===== src/rtl/hazard_scoreboard_unit.sv =====
// Pipeline hazard controller: per-register countdown scoreboard for RAW stalls,
// data-memory freeze FSM that holds flush pulses, and saturating perf counters.
module hazard_scoreboard_unit #(
  parameter int NREGS = 32,
  parameter int REGW  = 5,
  parameter int LATW  = 2,
  parameter int CNTW  = 32
) (
  input  logic            CLK,
  input  logic            RST,
  input  logic            ihit,
  input  logic            dhit,
  input  logic            mem_req,
  input  logic            id_valid,
  input  logic [REGW-1:0] id_rs,
  input  logic [REGW-1:0] id_rt,
  input  logic            id_rs_used,
  input  logic            id_rt_used,
  input  logic            id_wr,
  input  logic [REGW-1:0] id_wsel,
  input  logic [LATW-1:0] id_lat,
  input  logic            branch_flush,
  input  logic            jump_flush,
  output logic            pcWEN,
  output logic            ifid_en,
  output logic            ifid_flush,
  output logic            idex_en,
  output logic            idex_flush,
  output logic            exmem_en,
  output logic            exmem_flush,
  output logic            memwb_en,
  output logic [CNTW-1:0] stall_cycles,
  output logic [CNTW-1:0] flush_count
);

  typedef enum logic {RUN, DWAIT} state_t;

  state_t state, state_nxt;
  logic pend_b, pend_j, pend_b_nxt, pend_j_nxt;

  logic [LATW-1:0] cnt [NREGS];
  logic [LATW-1:0] cnt_rs, cnt_rt;

  logic freeze, adv, fl_b, fl_j, flush_any;
  logic raw, raw_stall, issue, wsel_ok;

  assign freeze    = mem_req & ~dhit;
  assign adv       = ~freeze;
  assign fl_b      = branch_flush | pend_b;
  assign fl_j      = jump_flush | pend_j;
  assign flush_any = fl_b | fl_j;

  // Out-of-range selects (only possible when NREGS < 2**REGW) read as idle.
  assign cnt_rs  = (int'(id_rs) < NREGS) ? cnt[id_rs] : '0;
  assign cnt_rt  = (int'(id_rt) < NREGS) ? cnt[id_rt] : '0;
  assign wsel_ok = (id_wsel != '0) && (int'(id_wsel) < NREGS);

  assign raw = id_valid &
               ((id_rs_used & (id_rs != '0) & (cnt_rs != '0)) |
                (id_rt_used & (id_rt != '0) & (cnt_rt != '0)));

  assign raw_stall = adv & ~flush_any & raw;
  assign issue     = adv & id_valid & id_wr & wsel_ok & ~raw & ~flush_any;

  always_ff @(posedge CLK) begin
    if (RST) begin
      state  <= RUN;
      pend_b <= 1'b0;
      pend_j <= 1'b0;
    end else begin
      state  <= state_nxt;
      pend_b <= pend_b_nxt;
      pend_j <= pend_j_nxt;
    end
  end

  always_comb begin
    state_nxt  = state;
    pend_b_nxt = pend_b;
    pend_j_nxt = pend_j;
    case (state)
      RUN: begin
        if (freeze) begin
          state_nxt  = DWAIT;
          pend_b_nxt = branch_flush;
          pend_j_nxt = jump_flush;
        end
      end
      DWAIT: begin
        if (freeze) begin
          pend_b_nxt = pend_b | branch_flush;
          pend_j_nxt = pend_j | jump_flush;
        end else begin
          // Releasing cycle applies the held flushes, so they are consumed here.
          state_nxt  = RUN;
          pend_b_nxt = 1'b0;
          pend_j_nxt = 1'b0;
        end
      end
      default: state_nxt = RUN;
    endcase
  end

  always_comb begin
    pcWEN       = 1'b1;
    ifid_en     = 1'b1;
    ifid_flush  = 1'b0;
    idex_en     = 1'b1;
    idex_flush  = 1'b0;
    exmem_en    = 1'b1;
    exmem_flush = 1'b0;
    memwb_en    = 1'b1;
    if (RST) begin
      pcWEN       = 1'b0;
      ifid_en     = 1'b0;
      ifid_flush  = 1'b1;
      idex_en     = 1'b0;
      idex_flush  = 1'b1;
      exmem_en    = 1'b0;
      exmem_flush = 1'b1;
      memwb_en    = 1'b0;
    end else if (freeze) begin
      pcWEN    = 1'b0;
      ifid_en  = 1'b0;
      idex_en  = 1'b0;
      exmem_en = 1'b0;
      memwb_en = 1'b0;
    end else if (flush_any) begin
      ifid_flush  = 1'b1;
      idex_flush  = 1'b1;
      exmem_flush = fl_b;
    end else if (raw_stall) begin
      pcWEN      = 1'b0;
      ifid_en    = 1'b0;
      idex_flush = 1'b1;
    end else if (!ihit) begin
      pcWEN      = 1'b0;
      ifid_flush = 1'b1;
    end
  end

  // Branch flush kills every in-flight producer younger than the branch.
  always_ff @(posedge CLK) begin
    if (RST) begin
      for (int i = 0; i < NREGS; i++) cnt[i] <= '0;
    end else if (adv) begin
      for (int i = 0; i < NREGS; i++) begin
        if (fl_b || i == 0)
          cnt[i] <= '0;
        else if (cnt[i] != '0)
          cnt[i] <= cnt[i] - LATW'(1);
      end
      if (issue) cnt[id_wsel] <= id_lat;
    end
  end

  always_ff @(posedge CLK) begin
    if (RST) begin
      stall_cycles <= '0;
      flush_count  <= '0;
    end else begin
      if (!pcWEN && stall_cycles != '1)
        stall_cycles <= stall_cycles + CNTW'(1);
      if (adv && flush_any && flush_count != '1)
        flush_count <= flush_count + CNTW'(1);
    end
  end

endmodule


===== config.mk =====
export PLATFORM = sky130hd
export DESIGN_NAME = hazard_scoreboard_unit
export DESIGN_NICKNAME = d
export VERILOG_FILES = /design/src/rtl/hazard_scoreboard_unit.sv
export SDC_FILE = /design/constraint.sdc
export NUM_CORES = 1
export LEC_CHECK = 0
export ABC_AREA = 1
export BUFFER_PORTS_ARGS = -buffer_cell sky130_fd_sc_hd__buf_2
export CAP_MARGIN = 30
export CORE_ASPECT_RATIO = 0.75
export CORE_MARGIN = 5
export CORE_UTILIZATION = 54
export DETAILED_ROUTE_END_ITERATION = 6
export GPL_TIMING_DRIVEN = 0
export PLACE_DENSITY = 0.82
export SKIP_CTS_REPAIR_TIMING = 1
export SYNTH_ARGS = -nofsm -noshare
export SYNTH_HDL_FRONTEND = slang
export SYNTH_SLANG_ARGS = --single-unit

===== constraint.sdc =====
create_clock -name CLK -period 2.2 [get_ports CLK]
set_input_delay 0.44 -clock CLK [delete_from_list [all_inputs] [get_ports CLK]]
set_output_delay 0.44 -clock CLK [all_outputs]
set_load 0.01 [all_outputs]

== After elaboration in Yosys (flattened, before gate mapping) ==
Memory sizes are Yosys's and may differ from the RTL's.
Index checks and enable logic that the tools add are counted.

* Register bits after elaboration: 67
* Bits in writable memories: 64
* Input bits: 28
* Output and inout bits: 72
* Word-level logic and storage cells: 426
* Memories kept: 1

{| class="wikitable"
|+ Memory list
! memory !! words !! bits a word !! read ports !! clocked after memory_dff !! write ports !! line !! text
|-
| cnt || 32 || 2 || 33 || 0 || 33 || 41 || <nowiki>logic [LATW-1:0] cnt [NREGS];</nowiki>
|}

* Add/subtract/negate cells: 33
* Equality and inequality tests: 3
* Muxes and demuxes: 259
* Bitwise logic cells: 85
* Reductions and logical operators: 40

{| class="wikitable"
|+ Operators with widths
! cell !! number
|-
| 1-bit 2-to-1 mux || 194
|-
| 2-bit 2-to-1 mux || 63
|-
| 1-bit bitwise OR || 67
|-
| 2-bit nonzero test || 33
|-
| 32-bit by 1-bit adder with 32-bit output (second input constant) || 2
|-
| 32-bit inequality test (second input constant) || 2
|-
| 2-bit by 1-bit subtractor with 2-bit output (second input constant) || 31
|-
| 5-bit nonzero test || 3
|-
| 1-bit AND || 13
|-
| 1-bit inverter || 5
|-
| 1-bit one-hot mux with 2 select lines || 2
|-
| 1-bit logical AND || 3
|-
| 2-bit inequality test (second input constant) || 1
|-
| 1-bit logical NOT || 1
|}

== Logic depth before layout (Yosys ltp) ==
Gate-level depths: netlist of run 1.

* Word-level depth: 12
* Mapped depth: 20
* Mapped depth without buffers: 19

== Worst setup path before layout of run 1 ==
No wires, ideal clock.

* Path kind: input to register
* Start point: in RST
* End point: mem cnt[14][0] (enable)
* Library setup time: 0.300 ns
* Arrival time: 1.992 ns
* Required time: 1.900 ns
* Slack: -0.093 ns
* Cell stages on the path: 9
* Path buffers: 2
* Path through: clkbuf_1 nor2_1 nand3_1 a21oi_1 nand3_4 nor2_2 buf_4 nand2_1 nand3_1

{| class="wikitable"
|+ RTL lines
! what !! line !! text
|-
| start: declaration || 10 || <nowiki>input logic RST,</nowiki>
|-
| end: declaration || 41 ||
|}

==> impl_metrics.yaml, run 1 <==
outcome:
  status: "complete, but fails checks"
  violations: "negative setup slack"
clock_network:
  cts_tree: "built"
  path_clk_slew_ns: 0.06
  cts_buffer_depth: 2
  cts_sinks: 131
  worst_skew_pair.late_latency_ns: 0.44
  cts_root_buf: "clkbuf_16"
  cts_inserted_buffers: 17
  htreeDepth: 4
setup_path:
  slowest_delay_ns: 0.44
  endpoint_kind: "output port"
  crit_type: "flop to output port"
  rr_worst_depth: 20
  critical_path_required_ns: 1.76
  crit_chain: "nor2_2 -> nand2_1 -> nand2_2 -> inv_2 -> nand2_1 -> nand2_1 -> nand3_1 -> nand2_1 -> nand2_1 -> nand2_2 -> nand2_2 -> nand2_4 -> nand3_4 -> nand3_4 -> buf_6 -> inv_2 -> buf_6"
  cp-start-kind: "flop"
  worstPathArrival_ns: 2.24
  cp_max_fo: 4
  cp_slowest_cell: "edfxtp_1"
  crit_top_cell: "nand2_1"
synth:
  ys_ff_latch: 131
  yosysSeqAreaShare_pct: 36.8
  avgSynthCellArea_um2: 6.74
  synth.top_cell.area_share_pct: 21.7
  synthCells: 1316
  yosysWarnings: 0
  synth.distinct_cells: 33
  synthTopCellsByArea: "edfxtp_1, dfxtp_1, nand2_1, nor2_1, inv_1"
  netlist_area_um2: 8870
  synth_area_leader_cell: "edfxtp_1"
run:
  cap_violations: 0
routing:
  firstDrtPassIters: 6
  num_vias: 9513
  drc: 0
  avgViaCountPerCell: 5.65
  wl_um: 27800
  antenna_left: 0
  wl_per_cell_um: 16.5
  drt_iter0_drc: 1171
pwr:
  p_total_w: 0.00673
  power_density_nw_per_um2: 604
  ir_drop_mv: 0.551
  leakagePower_nw: 4.81
timing:
  fin_hold_ws_ns: 0.238
  final-hold-violation-count: 0
  slew_headroom_pct: 27.8
  fmax_ghz: 0.373
  rsz0062_at_grt: "true"
  fin_crit_sh_pct: 122
  worstMarginPinSlew_ns: 1.07
  maxSlewViolCount: 0
  post-route-min-period_ns: 2.68
  finalSetupViolations: 155
  fin_worst_skew_ns: 0.0119
  setup_ws_ns: -0.478
placed_design:
  place.gp.congestion: 0.972
  place_area_um2: 9630
  dp_slack_ns: -0.822
  dpl.hpwl_um: 19100
  portBuffers: 97
grt:
  grt_pass1_vias: 8640
  antenna_found_initial: 0
  grt_pass1_wl_um: 42300
  grt_max_degree: 17
  gr-total-overflow: 0
  grt_usage_pct: 27.5
floorplan:
  die_w_um: 158
  ios: 100
  start_util_pct: 55.2
  die_area_um2: 19100
  num_rows: 40
  core-area_um2: 16100
  die_h_um: 121
cells_and_area:
  nets: 1522
  fill_cells: 1325
  postLayoutCoreUtil_pct: 69.3
  areaGrowthSynthToFinish_pct: 25.4
  antenna_cells: 0
  drive_gt1_share_pct: 21.6
  final_area_um2: 11100
hold_path:
  whs_path_depth: 3
  hp-class: "input port to flop"
-- sequential cells by signal (all words and copies together), names as in the netlist --
signal and cells:
cnt 64, flush_count 32, stall_cycles 32, pend_b 1, pend_j 1, state 1
-- path summary, 6_finish.rpt --
kind,endpoint,start,slack [ns]
worst max-delay path,pcWEN,cnt[4][0],-0.48
worst max register to register,cnt[30][1],cnt[4][0],-0.44
worst min register to register,stall_cycles[31],stall_cycles[31],0.49
worst min-delay path,pend_j,jump_flush,0.24
-- metrics by stage --
| stage | setup TNS, ns | std cells |
|---|---|---|
| 2_1_floorplan | 0 | 1317 |
| 3_3_place_gp | -107.34 | 1624 |
| 3_5_place_dp | -111.06 | 1624 |
| 4_1_cts | -81.60 | 1656 |
| 5_1_grt | -62.37 | 1684 |
| 6_report | -39.33 | 1684 |
-- layout make-up --
cell class / instances / area, um2 / share of cell area, %
plain buffers: 42 / 265 / 2.38
clock buffers: 26 / 532 / 4.78
clock inverters: 6 / 65.1 / 0.585
inverters: 178 / 668 / 6.00
multi-input cells: 965 / 5280 / 47.4
flip-flops and latches: 131 / 3270 / 29.4
well taps: 210 / 263 / 2.36
repair buffers: 126 / 792 / 7.12
-- placed cells by master (no fill, tap or decap), types with 3 or more instances in the layout --
cell type / netlist / layout
nor2_1: 182 / 164
nor2_2: 3 / 15
buf_2: 8 / 100
clkbuf_16: 0 / 21
ha_1: 33 / 31
xnor2_1: 9 / 9
clkbuf_1: 29 / 20
nor3_1: 44 / 38
nand2_2: 1 / 40
nand2_1: 322 / 280
a21oi_2: 0 / 6
buf_4: 6 / 28
nor2_4: 3 / 9
a21oi_1: 72 / 66
nor3_2: 0 / 5
dfxtp_2: 0 / 6
clkbuf_2: 0 / 8
nand3_4: 1 / 4
o21ai_1: 12 / 14
nand3_2: 0 / 33
dfxtp_1: 67 / 61
xor2_1: 39 / 39
inv_1: 174 / 169
buf_6: 0 / 7
edfxtp_1: 64 / 64
nand3_1: 111 / 75
nand4_1: 20 / 20
o21ai_0: 82 / 80
nor3b_1: 3 / 3
clkbuf_8: 0 / 3
buf_12: 0 / 4
nor4_1: 15 / 13
inv_2: 4 / 9
-- layer usage --
layer  track usage (%)  wire (um)
met2              41.2      12400
met1              39.0      11700
met5                 0          0
met3              7.52       3150
met4              7.67        537
-- kinds of logic (layout without fill, tap and decap cells) --
kind of cell / after synthesis / after routing / share of synthesized area (%)
flops: 131 / 131 / 36.8
simple gates: 711 / 711 / 34.3
fa+ha+maj: 33 / 33 / 4.65
other cells: 1 / 2 / 0.0423
buf+inv: 221 / 378 / 9.72
compound gates: 171 / 171 / 9.77
xor+xnor: 48 / 48 / 4.74
-- where the power goes --
group | internal (W) | switching (W) | leakage [nW]
sequential | 0.00270 | 0.000104 | 1.25
combinational | 0.000365 | 0.000663 | 3.27
clock | 0.00178 | 0.00111 | 0.296
-- synth_stat cells (all sizes together) --
master,n
a31oi,2
edfxtp,64
conb,1
clkbuf,29
nand4,22
buf,14
a21boi,1
nor3b,3
nand2,323
nand3,112
nor4,16
nand3b,2
nor3,44
nor2,188
a21oi,72
o41ai,1
o21ai,94
o21a,1
dfxtp,67
xnor2,9
ha,33
inv,178
and2,1
xor2,39
-- worst max-delay path: cells and delay by family (launching register included) --
family                 cells  cell delay, ns
and+or+nand+nor           13            1.06
DFF                        1            0.44
buffers and inverters      4            0.31
(Power assumes the default switching activity.)
==> run 2, diff against run 1 <==
Settings changed: CORE_UTILIZATION 54 to 31, PLACE_DENSITY 0.82 to 0.54, REMOVE_ABC_BUFFERS set to 1, SETUP_SLACK_MARGIN set to 0.15.
==> run 2 against run 1 <==
- the run still ends with negative setup slack left
- worst setup slack improved by 0.053 ns
- critical endpoint is now ifid_flush
- flip-flop and latch count unchanged
- final cell count increased by 8.3%
- critical path depth shrank 2
- power rose by 4.3%
- first-iteration DRC count fell by 52%
- largest cell class unchanged
- register-to-register slack better by 0.12 ns
- global-route usage shrank 11 points
- sequential power hardly changed
- design area up 3.6%
- clock power increased by 9.3%
- core utilization shrank 28 points
==> impl_metrics.yaml, run 2 (synthesized netlist as in run 1, its figures left out) <==
outcome:
  status: "complete, but fails checks"
  violations: "negative setup slack"
clock_network:
  cts_sinks: 131
  cts_inserted_buffers: 17
  htreeDepth: 4
  cts_tree: "built"
  worst_skew_pair.late_latency_ns: 0.44
  cts_buffer_depth: 2
  cts_root_buf: "clkbuf_16"
  path_clk_slew_ns: 0.06
floorplan:
  die_area_um2: 32100
  die_h_um: 157
  die_w_um: 205
  start_util_pct: 31.6
  core-area_um2: 28100
  ios: 100
  num_rows: 53
routing:
  num_vias: 8934
  wl_um: 27700
  drt_iter0_drc: 567
  avgViaCountPerCell: 4.90
  antenna_left: 0
  firstDrtPassIters: 5
  wl_per_cell_um: 15.2
  drc: 0
timing:
  finalSetupViolations: 163
  slew_headroom_pct: 29.4
  final-hold-violation-count: 0
  rsz0062_at_grt: "true"
  worstMarginPinSlew_ns: 1.05
  setup_ws_ns: -0.425
  fmax_ghz: 0.381
  post-route-min-period_ns: 2.62
  fin_crit_sh_pct: 119
  fin_worst_skew_ns: 0.0148
  maxSlewViolCount: 0
cells_and_area:
  antenna_cells: 0
  top_regs: "cnt (64), flush_count (32), stall_cycles (32)"
  final_cell_mix: "nand2_1, inv_1, nor2_1"
  largest_reg_flops: 64
  final_common_cell: "nand2_1"
  regMostFlops: "cnt"
  postLayoutCoreUtil_pct: 41.0
  nets: 1487
  drive_gt1_share_pct: 22.9
  areaGrowthSynthToFinish_pct: 29.9
setup_path:
  critical_path_required_ns: 1.76
  reg2reg_slack_ns: -0.32
  crit_type: "input port to output port"
  endpoint_kind: "output port"
  cp_max_fo: 5
  worstPathArrival_ns: 2.18
  cp-start-kind: "input port"
pwr:
  leakagePower_nw: 4.91
  power_density_nw_per_um2: 609
  p_total_w: 0.00702
  ir_drop_mv: 0.572
grt:
  antenna_found_initial: 0
  gr-total-overflow: 0
  grt_pass1_wl_um: 42700
  grt_usage_pct: 16.5
  grt_pass1_vias: 8152
  grt_max_degree: 41
hold_path:
  hp-class: "input port to flop"
placed_design:
  place.gp.congestion: 0.902
  dpl.hpwl_um: 19200
  portBuffers: 99
run:
  cap_violations: 0
[run 2: cell types whose count changed in the layout (fill, tap and decap cells not counted), sizes merged]
cell	previous run	this run
bufinv	1	3
clkinvlp	0	3
nand4	22	23
clkbuf	53	22
clkinv	3	4
inv	180	183
buf	141	127
[run 2: area by class of cell]
class	instances	area [um2]
Fill cell	2953	16600
Multi-Input combinational cell	966	5420
Sequential cell	131	3280
Timing Repair Buffer	131	1000
Inverter	178	689
Tap cell	385	482
Clock buffer	18	450
Clock inverter	14	190
Timing Repair inverter	1	7.51
[run 2: stage by stage]
step	setup slack, ns	cells	hold WS [ns]	instance area [um2]	TNS (ns)
after global placement	-2.68	1758	0.466	9660	-426.75
after CTS	-1.62	1797	0.218	10500	-138.36
after detailed placement	-1.84	1765	0.483	9810	-197.26
after floorplan	-0.888	1274	0.459	8680	-101.17
final	-0.425	1824	0.235	11500	-40.41
after global routing	-0.595	1824	0.228	11500	-64.66
[run 2: path summary, 6_finish.rpt]
path	from	endpoint	depth (start not counted)
min	branch_flush	pend_b	3
max	id_rs[0]	ifid_flush	15
max reg2reg	cnt[1][0]	cnt[17][1]	17
min reg2reg	stall_cycles[31]	stall_cycles[31]	2
[run 2: critical path, cell delays in order]
cell and delay [ns]:
buf_2 0.20, inv_1 0.10, nor2_1 0.31, nand2_1 0.08
and2_1 0.15, nand3_1 0.08, nand3_1 0.07, nand3_1 0.08
nand2_1 0.06, nand2_2 0.08, nand2_4 0.08, nand3_4 0.11
a21oi_2 0.06, o21ai_1 0.12, buf_2 0.16
[run 2: routing by layer]
layer	vias up	part of all wire, %	GRT usage (%)
met3	18	7.1	3.63
met2	258	41	23.6
li1	4516	-	-
met1	4142	51	25.4
met5	-	0	0
met4	0	0.89	3.22
[run 2: report_power, final]
group / switching [W] / total (W) / internal, W / leakage (nW)
clock: 0.00127 / 0.00316 / 0.00189 / 0.311
sequential: 0.000103 / 0.00281 / 0.00270 / 1.25
combinational: 0.000654 / 0.00105 / 0.000396 / 3.35
total: 0.00203 / 0.00702 / 0.00499 / 4.91
==> run 3, diff against run 2 <==
Settings changed: SKIP_LAST_GASP set to 1.
==> run 3 against run 2 <==
- the flow still finishes with violations (negative setup slack)
- core utilization down 0.33 points
- sequential power about the same
- worst hold slack worse by 0.00095 ns
- count of clock-buffer cells in the layout unchanged
- flip-flop and latch count unchanged
- sequential share of layout area up 0.11 points
- first-iteration DRC count up 7.6%
- global-route usage unchanged
- die area unchanged
- critical path type unchanged
- largest cell class unchanged
==> impl_metrics.yaml, run 3 (synthesized netlist as in run 1, its figures left out) <==
grt:
  grt_pass1_wl_um: 42700
  grt_pass1_vias: 8152
  grt_usage_pct: 16.5
  antenna_found_initial: 0
  grt_max_degree: 41
  gr-total-overflow: 0
routing:
  drt_iter0_drc: 610
  antenna_left: 0
  num_vias: 8922
  wl_per_cell_um: 15.1
  avgViaCountPerCell: 4.89
  wl_um: 27600
  drc: 0
  firstDrtPassIters: 6
pwr:
  power_density_nw_per_um2: 613
  p_sw_share_pct: 28.9
  p_total_w: 0.00701
  sequentialPowerShare_pct: 40.0
  combPwrFrac_pct: 14.8
  leakagePower_nw: 4.90
  pwr-share-clk_pct: 45.2
  ir_drop_mv: 0.575
  intPower_w: 0.00498
  power_switching_w: 0.00203
floorplan:
  start_util_pct: 31.6
  die_h_um: 157
  die_w_um: 205
  ios: 100
  core-area_um2: 28100
  die_area_um2: 32100
  num_rows: 53
outcome:
  status: "complete, but fails checks"
  violations: "negative setup slack"
cells_and_area:
  regMostFlops: "cnt"
  areaGrowthSynthToFinish_pct: 28.8
  antenna_cells: 0
  final_area_um2: 11400
  final_common_cell: "nand2_1"
  top_regs: "cnt (64), flush_count (32), stall_cycles (32)"
  drive_gt1_share_pct: 21.1
  largest_reg_flops: 64
  nets: 1487
  final_cell_mix: "nand2_1, inv_1, nor2_1"
clock_network:
  cts_root_buf: "clkbuf_16"
  cts_sinks: 131
  cts_buffer_depth: 2
  cts_inserted_buffers: 17
  cts_tree: "built"
  worst_skew_pair.late_latency_ns: 0.44
  path_clk_slew_ns: 0.06
  htreeDepth: 4
placed_design:
  place_area_um2: 9810
  place.gp.congestion: 0.902
  dpl.hpwl_um: 19200
  portBuffers: 99
timing:
  finalSetupViolations: 190
  slew_headroom_pct: 29.9
  fin_setup_tns_ns: -45.82
  rsz0062_at_grt: "true"
  maxSlewViolCount: 0
  post-route-min-period_ns: 2.63
  setup_ws_ns: -0.427
  fin_worst_skew_ns: 0.0156
  worstMarginPinSlew_ns: 1.04
  fin_crit_sh_pct: 119
  fmax_ghz: 0.381
  fin_hold_ws_ns: 0.234
  final-hold-violation-count: 0
setup_path:
  crit_type: "input port to output port"
  cp_slowest_cell: "nor2_2"
  cp-start-kind: "input port"
  slowest_delay_ns: 0.34
  crit_top_cell: "nand2_1"
  endpoint_kind: "output port"
  crit_chain: "buf_2 -> nor2_2 -> nand2_1 -> o21ai_0 -> nor2_1 -> nand2_1 -> nand3_1 -> nand2_1 -> nand2_1 -> nand2_1 -> nand2_2 -> nand2_4 -> nand3_4 -> a21oi_2 -> o21ai_1 -> buf_2"
  critical_path_required_ns: 1.76
  worstPathArrival_ns: 2.19
  cp_max_fo: 6
hold_path:
  hp-class: "input port to flop"
run:
  cap_violations: 0
run 3: cell counts in the layout (fill, tap and decap cells not counted):
Identical to the previous run, type by type.
run 3: final timing paths:
kind                                       start  slack (ns)  cells after the start               end
worst max register to register    flush_count[0]       -0.38                     14   flush_count[13]
worst max-delay path                    id_rs[1]       -0.43                     16        ifid_flush
worst min-delay path                branch_flush        0.23                      3            pend_b
worst min register to register  stall_cycles[31]        0.49                      2  stall_cycles[31]
run 3: power by group through the flow:
| stage | Clock (W) | Sequential [W] | Combinational [W] |
|---|---|---|---|
| after floorplan | 0 | 0.00282 | 0.000542 |
| after global placement | 0 | 0.00284 | 0.000812 |
| after detailed placement | 0 | 0.00284 | 0.000866 |
| after CTS | 0.00321 | 0.00279 | 0.000872 |
| after global routing | 0.00334 | 0.00282 | 0.00117 |
| final | 0.00316 | 0.00280 | 0.00104 |
run 3: worst max-delay path, delay by kind of cell:
| kind | cells | cell delay (ns) |
|---|---|---|
| AND/OR/NAND/NOR | 11 | 1.12 |
| buffers and inverters | 2 | 0.33 |
| AO/OA/AOI/OAI | 3 | 0.27 |
run 3: metal layers:
layer / vias up / global-route usage [%] / part of all wire [%]
li1: 4510 / - / -
met1: 4123 / 25.4 / 50
met2: 271 / 23.6 / 41
met3: 18 / 3.63 / 7.4
met4: 0 / 3.22 / 0.87
met5: - / 0 / 0
run 3: cell type report:
type,count,area (um2)
Sequential cell,131,3270
Timing Repair inverter,1,7.51
Fill cell,2970,16700
Inverter,178,682
Clock buffer,18,450
Tap cell,385,482
Multi-Input combinational cell,966,5360
Clock inverter,14,190
Timing Repair Buffer,131,997
run 3: through the flow:
step                      util, %  setup slack [ns]  cells
after CTS                    37.2             -1.62   1797
final                        40.7            -0.427   1824
after global placement       34.4             -2.68   1758
after detailed placement     34.9             -1.84   1765
after floorplan                 -            -0.888   1274
after global routing         40.7            -0.595   1824
